File: config.mk
export PLATFORM = sky130hd
export DESIGN_NAME = tinytpu_serial_mmu
export DESIGN_NICKNAME = d
export VERILOG_FILES = /design/src/rtl/tinytpu_pkg.sv /design/src/rtl/tinytpu_mac.sv /design/src/rtl/tinytpu_serial_mmu.sv
export SDC_FILE = /design/constraint.sdc
export NUM_CORES = 1
export LEC_CHECK = 0
export CORE_MARGIN = 2
export CORE_UTILIZATION = 35
export CTS_BUF_LIST = sky130_fd_sc_hd__clkbuf_8
export CTS_CLUSTER_DIAMETER = 150
export CTS_CLUSTER_SIZE = 25
export DETAILED_ROUTE_END_ITERATION = 10
export PLACE_DENSITY = 0.49
export SKIP_LAST_GASP = 1
export SLEW_MARGIN = 10
export SYNTH_ARGS = -nofsm -noshare
export SYNTH_HDL_FRONTEND = slang
export SYNTH_SLANG_ARGS = --single-unit
File: constraint.sdc
create_clock -name clk -period 10.8 [get_ports clk]
set_input_delay 1.62 -clock clk [delete_from_list [all_inputs] [get_ports clk]]
set_output_delay 1.62 -clock clk [all_outputs]
set_load 0.05 [all_outputs]
File: src/rtl/tinytpu_pkg.sv
// Shared types and elaboration-time helpers for the serial tinytpu matrix-multiply core.
package tinytpu_pkg;

  typedef enum logic [2:0] {
    S_IDLE,
    S_LOAD,
    S_READY,
    S_COMPUTE,
    S_TX
  } state_e;

  // Counter width that stays at least one bit wide for tiny ranges.
  function automatic int clog2_min1(input int v);
    return (v <= 2) ? 1 : $clog2(v);
  endfunction

  // Accumulator wide enough that N full-scale products can never overflow.
  function automatic int acc_w(input int d_w, input int n);
    return 2 * d_w + $clog2(n);
  endfunction

endpackage

File: src/rtl/tinytpu_mac.sv
// Single multiply-accumulate slice: D_W x D_W product, sign/zero extended, ACC_W accumulator.
module tinytpu_mac #(
  parameter int D_W   = 8,
  parameter int ACC_W = 17
) (
  input  logic             clk,
  input  logic             rst,
  input  logic             i_en,
  input  logic             i_clr,
  input  logic             i_signed,
  input  logic [D_W-1:0]   i_a,
  input  logic [D_W-1:0]   i_b,
  output logic [ACC_W-1:0] o_sum
);

  logic signed [D_W:0]     w_a_ext;
  logic signed [D_W:0]     w_b_ext;
  logic signed [ACC_W-1:0] w_prod;
  logic [ACC_W-1:0]        r_acc;

  // One extra top bit turns both modes into a single signed multiply.
  assign w_a_ext = {i_signed & i_a[D_W-1], i_a};
  assign w_b_ext = {i_signed & i_b[D_W-1], i_b};
  assign w_prod  = ACC_W'(w_a_ext) * ACC_W'(w_b_ext);
  assign o_sum   = i_clr ? $unsigned(w_prod) : r_acc + $unsigned(w_prod);

  always_ff @(posedge clk) begin
    // NOTE: sequential state uses non-blocking assignments so every register samples pre-edge values.
    if (rst) begin
      r_acc <= '0;
    end else if (i_en) begin
      r_acc <= o_sum;
    end
  end

endmodule

File: src/rtl/tinytpu_serial_mmu.sv
// Serial-link NxN matrix multiplier: loads X and Y bit-serially, computes Z = X*Y on one MAC,
// and streams Z back under host flow control.
module tinytpu_serial_mmu
  import tinytpu_pkg::*;
#(
  parameter int D_W   = 8,
  parameter int N     = 2,
  parameter int LANES = 1
) (
  input  logic             clk,
  input  logic             rst,
  input  logic [LANES-1:0] data_in_x,
  input  logic [LANES-1:0] data_in_y,
  input  logic             load_en,
  input  logic             init,
  input  logic             signed_mode,
  input  logic             tx_en,
  output logic [LANES-1:0] data_out_z,
  output logic             tx_ready,
  output logic             busy
);

  localparam int ACC_W = acc_w(D_W, N);
  localparam int NN    = N * N;
  localparam int XW    = NN * D_W;
  localparam int ZW    = NN * ACC_W;
  localparam int LB    = XW / LANES;
  localparam int TB    = ZW / LANES;
  localparam int IW    = clog2_min1(N);
  localparam int EW    = clog2_min1(NN);
  localparam int BW    = clog2_min1(TB);
  localparam logic [IW-1:0] N_LAST = IW'(N - 1);

  if (N < 2) begin : g_chk_n
    $error("tinytpu_serial_mmu: N must be at least 2");
  end
  if ((XW % LANES) != 0) begin : g_chk_x_lanes
    $error("tinytpu_serial_mmu: LANES must divide N*N*D_W");
  end
  if ((ZW % LANES) != 0) begin : g_chk_z_lanes
    $error("tinytpu_serial_mmu: LANES must divide N*N*ACC_W");
  end

  state_e           r_state, w_state_next;
  logic [XW-1:0]    r_x, r_y;
  logic [ZW-1:0]    r_z, w_z_wr, w_z_shift;
  logic [LANES-1:0] r_dout;
  logic [BW-1:0]    r_beat, w_beat_inc;
  logic [IW-1:0]    r_i, r_j, r_k;
  logic             r_signed;

  logic             w_load_acc, w_start, w_tx_acc;
  logic             w_k_last, w_mac_last, w_tx_last, w_computing;
  logic [EW-1:0]    w_xi, w_yi, w_zi;
  logic [D_W-1:0]   w_a, w_b;
  logic [ACC_W-1:0] w_sum;

  assign w_computing = (r_state == S_COMPUTE);
  assign w_k_last    = (r_k == N_LAST);
  assign w_mac_last  = w_k_last && (r_j == N_LAST) && (r_i == N_LAST);
  assign w_tx_last   = (r_beat == BW'(TB - 1));

  assign w_xi = EW'(r_i) * EW'(N) + EW'(r_k);
  assign w_yi = EW'(r_k) * EW'(N) + EW'(r_j);
  assign w_zi = EW'(r_i) * EW'(N) + EW'(r_j);

  // Element e (row-major) sits at the top of the shift register, earliest bit highest.
  always_comb begin
    // NOTE: every signal written here gets a default first, so no path infers a latch.
    w_a    = '0;
    w_b    = '0;
    w_z_wr = r_z;
    for (int e = 0; e < NN; e++) begin
      if (w_xi == EW'(e)) w_a = r_x[XW-1-e*D_W -: D_W];
      if (w_yi == EW'(e)) w_b = r_y[XW-1-e*D_W -: D_W];
      if (w_zi == EW'(e)) w_z_wr[ZW-1-e*ACC_W -: ACC_W] = w_sum;
    end
  end

  assign w_z_shift = r_z << LANES;

  tinytpu_mac #(
    .D_W   (D_W),
    .ACC_W (ACC_W)
  ) u_mac (
    .clk      (clk),
    .rst      (rst),
    .i_en     (w_computing),
    .i_clr    (r_k == '0),
    .i_signed (r_signed),
    .i_a      (w_a),
    .i_b      (w_b),
    .o_sum    (w_sum)
  );

  always_comb begin
    w_state_next = r_state;
    w_load_acc   = 1'b0;
    w_beat_inc   = r_beat + BW'(1);
    w_start      = 1'b0;
    w_tx_acc     = 1'b0;
    case (r_state)
      S_IDLE: begin
        if (load_en) begin
          w_load_acc = 1'b1;
          w_beat_inc = BW'(1);
        end
      end
      S_LOAD: begin
        if (load_en) w_load_acc = 1'b1;
      end
      S_READY: begin
        // init outranks a same-cycle beat; a lone beat restarts the frame.
        if (init) begin
          w_start = 1'b1;
        end else if (load_en) begin
          w_load_acc = 1'b1;
          w_beat_inc = BW'(1);
        end
      end
      S_COMPUTE: begin
        if (w_mac_last) w_state_next = S_TX;
      end
      S_TX: begin
        if (tx_en) begin
          w_tx_acc = 1'b1;
          if (w_tx_last) w_state_next = S_IDLE;
        end
      end
      default: w_state_next = S_IDLE;
    endcase
    if (w_load_acc) w_state_next = (w_beat_inc == BW'(LB)) ? S_READY : S_LOAD;
    if (w_start)    w_state_next = S_COMPUTE;
  end

  always_ff @(posedge clk) begin
    if (rst) begin
      r_state  <= S_IDLE;
      r_beat   <= '0;
      r_i      <= '0;
      r_j      <= '0;
      r_k      <= '0;
      r_dout   <= '0;
      r_signed <= 1'b0;
    end else begin
      r_state <= w_state_next;
      if (w_load_acc) r_beat <= w_beat_inc;
      if (w_start) begin
        r_signed <= signed_mode;
        r_beat   <= '0;
        r_i      <= '0;
        r_j      <= '0;
        r_k      <= '0;
      end
      if (w_computing) begin
        if (w_k_last) begin
          r_k <= '0;
          if (r_j == N_LAST) begin
            r_j <= '0;
            r_i <= w_mac_last ? '0 : r_i + IW'(1);
          end else begin
            r_j <= r_j + IW'(1);
          end
        end else begin
          r_k <= r_k + IW'(1);
        end
        if (w_mac_last) r_dout <= w_z_wr[ZW-1 -: LANES];
      end
      if (w_tx_acc) begin
        r_beat <= w_tx_last ? '0 : r_beat + BW'(1);
        r_dout <= w_tx_last ? '0 : w_z_shift[ZW-1 -: LANES];
      end
    end
  end

  always_ff @(posedge clk) begin
    // NOTE: operand/result arrays carry no reset; the FSM never exposes them before a full load/compute.
    if (!rst && w_load_acc) begin
      r_x <= (r_x << LANES) | XW'(data_in_x);
      r_y <= (r_y << LANES) | XW'(data_in_y);
    end
    if (!rst && w_computing && w_k_last) begin
      r_z <= w_z_wr;
    end else if (!rst && w_tx_acc) begin
      r_z <= w_z_shift;
    end
  end

  assign data_out_z = r_dout;
  assign tx_ready   = (r_state == S_TX);
  assign busy       = (r_state == S_COMPUTE) || (r_state == S_TX);

endmodule

Word-level counts from Yosys, hierarchy flattened --
Index checks and enable logic that the tools add are counted. W data, S select, Z words.
Word-level totals: output and inout bits 3, logic and storage cells 135, register bits 164, bits of input ports 8
Operators by class: bitwise logic cells 4, add/subtract/negate cells 8, multiplexer cells 52, equality and inequality tests 27, reduce and logical (&&, ||, !) cells 27, multiply operators 1
Operator list (count):
- $mux W68 | 2
- $mux W17 | 5
- $mux W8 | 8
- $or A32 B1 Y32 | 2
- $mux W7 | 6
- $mux W1 | 22
- $add A17 B17 Y17 | 1
- $mul A9 B9 Y17 | 1
- $pmux W7 S2 | 1
- $eq A2 B2 Y1 const B | 6
- $mux W3 | 4
- $reduce_and A2 Y1 | 5
- $pmux W3 S3 | 1
- $ne A2 B2 Y1 const B | 4
- $reduce_and A4 Y1 | 2
- $reduce_bool A2 Y1 | 4
- $add A7 B1 Y7 const B | 1
- $eq A7 B6 Y1 const B | 1
- $eq A7 B7 Y1 const B | 1
- $add A2 B1 Y2 | 3
- $eq A2 B1 Y1 const B | 3
- $eq A3 B2 Y1 const B | 2
- $logic_and A1 B1 Y1 | 6
- $logic_not A2 Y1 | 3
- 19 further kinds | 25

Logic depth before layout (Yosys ltp) --
Gate-level depths: netlist of run 1.
depth in word-level cells 14, gate-level depth with buffers 32, gate-level depth less buffers 29

Modules after synthesis --
A second synthesis of run 1 with hierarchy kept.
Second synthesis, totals: cells, all modules 1023, area, all modules 10846.7 sq um
By module, submodules not included:
- tinytpu_serial_mmu | area an instance 6159.7 sq um, times used 1, cells an instance 471, seq. area each 4264.1 sq um
- tinytpu_mac | area an instance 4687.0 sq um, times used 1, cells an instance 552, seq. area each 340.3 sq um

Worst setup path before layout of run 1 --
No wires, ideal clock.
path kind flip-flop to flip-flop, from register r_k, to register r_z[16], data pin, library setup time 261 ps, setup slack 3082 ps, clock period less this slack 7718 ps, buffers on the path 3, cell stages (with the launch flop) 31, data arrival time 7456 ps, data required time 10539 ps, cells stage by stage dfxtp_1 buf_4 buf_1 clkbuf_1 mux4_2 and2_1 fa_1 inv_1 fa_1 inv_1 fa_1 fa_1 inv_1 fa_1 inv_1 ha_1 o21ai_1 a21boi_0 o21ai_1 nand2_1 xnor2_1 inv_1 ha_1 o21a_1 o21a_1 o22a_1 and3_1 a221oi_4 mux2i_1 mux2i_1 nor2_1
On the way: word-level cells in the longest chain between the ends 12, elaborated cells on any way between the ends 26, classes of those cells add/sub: 3; mul: 1; eq/ne: 6; mux: 11; bitwise: 2; reduce/logical: 3
Ends and longest elaborated chain:
- start, declared | line tinytpu_serial_mmu.sv:49 | logic [IW-1:0] r_i, r_j, r_k;
- start signal, assigned | line tinytpu_serial_mmu.sv:165 | r_k <= r_k + IW'(1);
- $add A2 B1 Y2 (on tied branches) | line tinytpu_serial_mmu.sv:63, tinytpu_serial_mmu.sv:64
- $logic_not A2 Y1 (on tied branches) | line tinytpu_serial_mmu.sv:74, tinytpu_serial_mmu.sv:75
- $mux W8 (on tied branches) (4 in series) | line tinytpu_serial_mmu.sv:74, tinytpu_serial_mmu.sv:75
- $and A1 B1 Y1 (on tied branches) | line tinytpu_mac.sv:22, tinytpu_mac.sv:23
- $mul A9 B9 Y17 | line tinytpu_mac.sv:24 | assign w_prod = ACC_W'(w_a_ext) * ACC_W'(w_b_ext);
- $add A17 B17 Y17 | line tinytpu_mac.sv:25 | assign o_sum = i_clr ? $unsigned(w_prod) : r_acc + $unsigned(w_prod);
- $mux W17 | line tinytpu_mac.sv:25
- $mux W17 | line tinytpu_serial_mmu.sv:76 | if (w_zi == EW'(e)) w_z_wr[ZW-1-e*ACC_W -: ACC_W] = w_sum;
- $mux W68 * | line tinytpu_serial_mmu.sv:182 | if (!rst && w_computing && w_k_last) begin
- end signal, assigned | line tinytpu_serial_mmu.sv:183 | r_z <= w_z_wr;
- end signal, assigned | line tinytpu_serial_mmu.sv:185 | r_z <= w_z_shift;
- end, declared | line tinytpu_serial_mmu.sv:46 | logic [ZW-1:0] r_z, w_z_wr, w_z_shift;
Every way passes the cells marked *; elsewhere a longest branch is shown, timed or not. The select of a mux whose other input is x is not followed. A chain may end at the register's enable or synchronous reset.

Worst setup path in the final report of run 1 --
Same ends and word-level chain as after synthesis.

==> key figures, run 1 <==
Setup path
  – Data arrival, critical path: 8.42 ns
  – Reg-to-reg endpoint: r_z[16]$_DFFE_PP_
  – WP data required: around 11 ns
  – Worst R2R Start: r_k$_SDFFE_PP0P_
  – Crit-path max FO: 25
  – Crit path kind: reg2reg
  – Startpoint Class: register
  – Worst R2R Setup Slack: around 2.6 ns
  – Reg2reg path depth: 27
  – Worst Setup End Kind: register

Final layout
  – Final core utilization: between 30% and 40%
  – Fin nets: around 1100
  – Fill cells: just under 3000
  – Diode count: 0
  – Footprint of the multi-input gates: around 5500 um2
  – Layout cells sized above 1: a little over 9%
  – Area growth syn-to-layout: 8.97%
  – FF/Latch Area: 4610 um2

Clocking
  – CTS root buf: clkbuf_8
  – # hold bufs at CTS: 0
  – Setup repair bufs after CTS: 0
  – PostCTS Resize Cnt: 0
  – Clock slew at reported path FFs: around 0.12 ns
  – Clk Latency, worst-skew pair: 0.47 ns
  – Num Clock Sinks: about 160
  – H-tree Lvls: 4
  – CTS Buffer Depth: 2
  – CTS buffer count: 17
  – TritonCTS clock tree: yes

STA
  – RSZ-0062 raised after global routing: no
  – Max Fclk: 0.122 GHz
  – Min Tclk post-route: a little over 8 ns
  – Pins Over Slew Limit: 0
  – Setup_tns: 0 ns
  – Slew HR: between 20 and 30%
  – Clk_skew: roughly 0.026 ns
  – Worst-Margin Slew: around 1.1 ns
  – Final Hold Fails: 0
  – Tcrit/Tclk final: about three quarters
  – Final WS setup: ~2.6 ns
  – Number of setup violations in the final report: 0

Pwr
  – Pwr dens: about 150 nW/um2
  – Leakage: approximately 4.6 nW
  – Peak VDD IR: between 80 and 90 uV

Global route
  – GR Overflow Total: 0
  – Pin count of the biggest net entering global routing: 65
  – Vias in the first global route: between 6000 and 7000
  – Global-route wire length before repair: about 37 mm
  – Initial antenna violation count: 0
  – GRT Util Overall: 15.1%

Drt
  – Wirelength per Cell: 16.7 um
  – Highest metal used: met4
  – Detailed-route DRC error count: 0
  – Initial drt markers: between 300 and 400
  – Post-Route WL: around 22 mm
  – Detailed-route via count: 6618
  – Met2 Wirelength: about 11 mm
  – Met3 WL: ~460 um
  – Vias per std cell: 4.96
  – Wire length on met1: roughly 11 mm
  – TritonRoute pass-1 iters: 5
  – Final ANT Viol Nets: 0

Hold path
  – Hold path depth: 0
  – Hold EP: r_y[20]$_DFFE_PP_
  – Min-delay src: r_y[19]$_DFFE_PP_
  – Hold crit path type: reg2reg

Synthesis
  – Top cells by area, synth: edfxtp_1 (38%), fa_1 (13%), ha_1 (6.3%), dfxtp_1 (6.1%), nand2_1 (3.7%)
  – Post-synth EDFFs: 132
  – Synth cell count leaders: edfxtp_1 (132), nand2_1 (104), inv_1 (90)
  – Yosys top cell area share: 37.7%
  – Mapped Nets: roughly 1100
  – Cell variety after synth: between 60 and 70
  – Primary FF master, synth: edfxtp_1
  – Yosys warnings: 0
  – Post-synth ARST share: 0%
  – Most frequent cell after synthesis: edfxtp_1
  – Cell taking the most area after synthesis: edfxtp_1
  – Sequential share of the synthesized area: around 44%
  – Syn avg cell area: about 11 um2
  – Mapped cell area: around 11000 um2
  – Yosys reg bits: 164
  – Mapped Cells: 931

Floorplanning
  – Initial Util: between 30% and 40%
  – Die Y: ~180 um
  – Placeable Area: 29600 um2
  – Cell row count: 63
  – I/O pins: 11
  – Die area: about 31000 um2
  – Die W: between 150 and 200 um

Place
  – Setup slack at placement: 2.55 ns
  – Dpl hpwl: 16.5 mm
  – Port bufs: 10
  – Placer Congestion: 0.811

Outcome
  – Status: complete, no violations

Run
  – Max_cap viols: 0
-- cells by family (layout without fill, tap and decap cells) --
logic type / Yosys count / in the layout / synth area share (%)
AOI/OAI and AO/OA: 176 / 176 / 11.4
xor gates and xnor gates: 30 / 30 / 2.75
adders and majority gates: 121 / 121 / 19.3
buffers and inverters: 126 / 140 / 4.62
DFF: 164 / 164 / 43.8
muxes: 34 / 34 / 5.23
and+or+nand+nor: 280 / 280 / 13.0
-- sequential cells by signal, summed over array words and instances, names as in the netlist --
signal / cells
data_out_z: 1
r_beat: 7
r_i: 1
r_j: 1
r_k: 1
r_signed: 1
r_state: 3
r_x: 32
r_y: 32
r_z: 68
u_mac.r_acc: 17
-- area by class of cell --
type | count | share of cell area (%)
clock buffer | 17 | 2.04
multi-input combinational | 641 | 47.6
tap | 390 | 4.26
inverter | 90 | 2.95
timing repair buffer | 18 | 1.35
sequential | 164 | 40.2
clock inverter | 15 | 1.63
-- metal layers --
metal	vias to the layer above	track usage (%)
li1	3250	-
met1	3283	21.3
met2	73	24.5
met3	12	2.29
met4	0	3.69
met5	-	0
-- where the power goes --
| part | leakage, nW | internal (mW) | switching (mW) |
|---|---|---|---|
| clock network | 0.212 | 0.184 | 0.292 |
| registers | 1.47 | 0.688 | 0.00588 |
| logic | 2.95 | 0.191 | 0.302 |
-- per-stage QoR --
step	area, um2	power, mW	hold WS, ns	std cells
after floorplan	10500	1.07	0.421	931
after global placement	11000	1.21	0.423	1303
after detailed placement	11000	1.20	0.431	1303
after CTS	11500	1.69	0.436	1335
after global routing	11500	1.77	0.453	1335
final	11500	1.66	0.437	1335
-- critical path, cell delays in order, from the launching register on --
cell and delay [ns]:
dfxtp_2 0.81, mux4_2 0.73, and2_1 0.26, nand2_1 0.16
fa_1 0.43, inv_1 0.09, fa_1 0.46, fa_1 0.51
fa_1 0.48, inv_1 0.05, fa_1 0.49, inv_1 0.06
ha_1 0.30, o21ai_1 0.11, a21boi_0 0.13, o21ai_1 0.23
nand2_1 0.10, xnor2_1 0.21, inv_1 0.07, ha_1 0.31
o21a_1 0.20, o21a_1 0.20, o22a_1 0.22, and3_1 0.21
a221oi_4 0.36, mux2i_1 0.34, mux2i_1 0.33, nor2_1 0.08
-- cell usage in the layout (no fill, tap or decap), types with 4 or more instances in the layout --
master / synthesis / layout
a211oi_1: 14 / 14
a21o_1: 18 / 18
a21oi_1: 40 / 37
a22oi_1: 4 / 4
a31oi_1: 8 / 8
and2_1: 40 / 40
and3_1: 10 / 10
buf_4: 1 / 8
clkbuf_8: 0 / 17
clkdlybuf4s50_1: 0 / 9
dfxtp_1: 32 / 31
edfxtp_1: 132 / 132
fa_1: 68 / 68
ha_1: 53 / 53
inv_1: 90 / 90
inv_12: 0 / 4
inv_6: 0 / 4
inv_8: 0 / 4
mux2_2: 4 / 4
mux2i_1: 13 / 13
mux4_2: 16 / 16
nand2_1: 104 / 104
nand2b_1: 7 / 7
nand3_1: 7 / 7
nand3b_1: 6 / 6
nand4_1: 4 / 4
nor2_1: 69 / 67
nor2b_1: 5 / 5
nor3_1: 4 / 4
nor3b_1: 6 / 6
o21a_1: 29 / 29
o21ai_0: 27 / 27
o21ai_1: 8 / 8
or2_2: 5 / 5
xnor2_1: 20 / 20
xor2_1: 8 / 8
-- how the worst max path moves through the flow --
stage                          start  depth (start not counted)                 to  slack (ns)
detailed placement  r_k$_SDFFE_PP0P_                         27  r_z[16]$_DFFE_PP_        2.55
CTS                 r_k$_SDFFE_PP0P_                         27  r_z[16]$_DFFE_PP_        2.52
global placement    r_k$_SDFFE_PP0P_                         27  r_z[33]$_DFFE_PP_        2.66
floorplan           r_k$_SDFFE_PP0P_                         30  r_z[16]$_DFFE_PP_        3.08
global route        r_k$_SDFFE_PP0P_                         27  r_z[50]$_DFFE_PP_        2.02
finish              r_k$_SDFFE_PP0P_                         27  r_z[16]$_DFFE_PP_        2.60
(Power assumes the default switching activity.)
==> inputs of run 2 (changes only) <==
==> constraint.sdc (replaced) <==
create_clock -name clk -period 7.7 [get_ports clk]
set_input_delay 1.155 -clock clk [delete_from_list [all_inputs] [get_ports clk]]
set_output_delay 1.155 -clock clk [all_outputs]
set_load 0.05 [all_outputs]
==> run 2 against run 1 <==
  * Worst setup slack worse by 2.2 ns
  * Sequential share of layout area is 1.1 points lower
  * Global-route usage is 0.71 points higher
  * Flip-flop and latch count stayed put
  * Clock-buffer cell count stayed put
  * Power is 42% higher
  * Critical path depth stayed put
  * Sequential power is 40% higher
  * Cell area is 2.8% higher
  * Critical path type unchanged
==> key figures, run 2 (same netlist as run 1, synthesis figures left out) <==
Outcome
  – Status: complete, no violations (unchanged)

Clocking
  – Clock slew at reported path FFs: 0.10 ns (was 0.12 ns)
  – Clk Latency, worst-skew pair: 0.47 ns (about the same)
  – CTS root buf: clkbuf_8 (unchanged)
  – TritonCTS clock tree: yes (unchanged)
  – CTS buffer count: 17 (unchanged)
  – H-tree Lvls: 4 (unchanged)
  – # hold bufs at CTS: 0 (unchanged)
  – Num Clock Sinks: 164 (unchanged)
  – CTS Buffer Depth: 2 (unchanged)

Drt
  – TritonRoute pass-1 iters: 4 (was 5)
  – Initial drt markers: 352 (was 387)
  – Wirelength per Cell: 16.9 um (was 16.7 um)
  – Final ANT Viol Nets: 0 (unchanged)
  – Detailed-route via count: 6800 (was 6618)
  – Post-Route WL: 23.2 mm (was 22.3 mm)
  – Vias per std cell: 4.95 (was 4.96)
  – Detailed-route DRC error count: 0 (unchanged)

Place
  – Dpl hpwl: 17.5 mm (was 16.5 mm)
  – Port bufs: 10 (unchanged)
  – Placer Congestion: 0.865 (was 0.811)

Global route
  – Pin count of the biggest net entering global routing: 65 (unchanged)
  – Global-route wire length before repair: 38.2 mm (was 36.8 mm)
  – GR Overflow Total: 0 (unchanged)
  – Initial antenna violation count: 0 (unchanged)
  – GRT Util Overall: 15.8% (was 15.1%)
  – Vias in the first global route: 7088 (was 6720)

Final layout
  – Fin nets: 1099 (was 1061)
  – Final core utilization: 39.8% (was 38.7%)
  – Commonest non-fill, non-tap cells in the layout: edfxtp_1 (132), nand2_1 (102), inv_1 (90), fa_1 (68), nor2_1 (67) (was edfxtp_1 (132), nand2_1 (104), inv_1 (90), fa_1 (68), nor2_1 (67))
  – Most common cell after layout, fill and taps aside: edfxtp_1 (unchanged)
  – Layout cells sized above 1: 13.8% (was 9.10%)
  – Number of flip-flops in the largest register: 68 (unchanged)
  – Biggest regs: r_z (68), r_x (32), r_y (32) (unchanged)
  – Diode count: 0 (unchanged)
  – Biggest register: r_z (unchanged)
  – Area growth syn-to-layout: 12.1% (was 8.97%)

Hold path
  – Hold crit path type: reg2reg (unchanged)

Floorplanning
  – Die area: 31400 um2 (unchanged)
  – Placeable Area: 29600 um2 (unchanged)
  – Cell row count: 63 (unchanged)
  – Die Y: 177 um (unchanged)
  – Initial Util: 35.5% (unchanged)
  – Die W: 177 um (unchanged)
  – I/O pins: 11 (unchanged)

STA
  – Clk_skew: 0.0276 ns (was 0.0265 ns)
  – Number of setup violations in the final report: 0 (unchanged)
  – Final Hold Fails: 0 (unchanged)
  – Setup_tns: 0 ns (unchanged)
  – Slew HR: 30.2% (was 29.2%)
  – Worst-Margin Slew: 1.05 ns (was 1.06 ns)
  – Tcrit/Tclk final: 95.3% (was 75.9%)
  – Max Fclk: 0.136 GHz (was 0.122 GHz)
  – Min Tclk post-route: 7.34 ns (was 8.20 ns)
  – Pins Over Slew Limit: 0 (unchanged)

Setup path
  – Crit-path max FO: 6 (was 25)
  – Worst Setup End Kind: register (unchanged)
  – WP data required: 7.92 ns (was 11.03 ns)
  – WP buf/inv: 5 (was 4)
  – Crit path kind: reg2reg (unchanged)
  – Data arrival, critical path: 7.55 ns (was 8.42 ns)
  – CP dominant cell by count: fa_1 (unchanged)
  – CP peak stage delay: 0.52 ns (was 0.81 ns)
  – Slowest CP cell: fa_1 (was dfxtp_2)
  – Startpoint Class: register (unchanged)
  – Largest delay share family, worst path: adder cells (unchanged)

Pwr
  – Pwr dens: 200 nW/um2 (was 145 nW/um2)
  – Peak VDD IR: 108 uV (was 83.6 uV)
  – Leakage: 4.80 nW (was 4.63 nW)

Run
  – Max_cap viols: 0 (unchanged)
-- run 2: metal layers --
metal	wire [um]	track usage, %	vias up	share of wire, %
met4	252	3.96	0	1.1
met1	11300	21.8	3395	48
met5	0	0	-	0
met2	11100	26.1	60	48
met3	590	2.53	16	2.5
li1	-	-	3329	-
-- run 2: worst paths after layout --
check | start | endpoint | slack, ns | depth (start not counted)
worst min register to register | r_x[30]$_DFFE_PP_ | r_x[31]$_DFFE_PP_ | 0.46 | 0
worst max register to register | r_k$_SDFFE_PP0P_ | r_z[50]$_DFFE_PP_ | 0.36 | 27
worst min-delay path | r_x[30]$_DFFE_PP_ | r_x[31]$_DFFE_PP_ | 0.46 | 0
worst max-delay path | r_k$_SDFFE_PP0P_ | r_z[50]$_DFFE_PP_ | 0.36 | 27
-- run 2: cell type report --
class,instances,area [um2]
clock buffer,17,234
clock inverter,15,168
timing repair buffer,56,444
fill,2922,17900
sequential,164,4610
inverter,90,338
multi-input combinational,641,5500
tap,390,488
-- run 2: through the flow --
step | instances | area, um2 | hold WS, ns | setup slack, ns | total power, mW
after floorplan | 931 | 10500 | 0.421 | 0.143 | 1.50
after global placement | 1330 | 11200 | 0.431 | 0.119 | 1.72
after detailed placement | 1330 | 11200 | 0.433 | 0.0544 | 1.71
after CTS | 1362 | 11600 | 0.454 | 0.00780 | 2.34
after global routing | 1373 | 11800 | 0.463 | -0.00599 | 2.50
final | 1373 | 11800 | 0.456 | 0.365 | 2.35
-- run 2: what timing repair did --
item	CTS	global route
gates resized for setup	0	18
setup buffers	0	11
setup endpoints to repair	0	12
-- run 2: power breakdown --
group / switching, mW / internal (mW) / leakage [nW]
clock network: 0.377 / 0.243 / 0.191
logic: 0.450 / 0.311 / 3.14
registers: 0.00886 / 0.964 / 1.47
-- run 2: worst reg2reg max path, stage by stage (launching register included) --
cell and delay [ns]:
dfxtp_4 0.39, buf_4 0.12, mux4_2 0.51, or2_2 0.30
fa_1 0.45, fa_1 0.50, inv_1 0.06, fa_1 0.52
fa_1 0.50, inv_1 0.05, fa_1 0.49, inv_1 0.06
ha_4 0.27, buf_4 0.10, o21ai_0 0.09, o21a_1 0.21
a21oi_2 0.10, a21oi_1 0.08, xnor2_1 0.26, ha_1 0.31
o21a_1 0.13, o21a_1 0.20, o22a_1 0.21, and3_1 0.21
a221oi_4 0.27, mux2i_2 0.32, mux2i_2 0.32, nor2_1 0.08
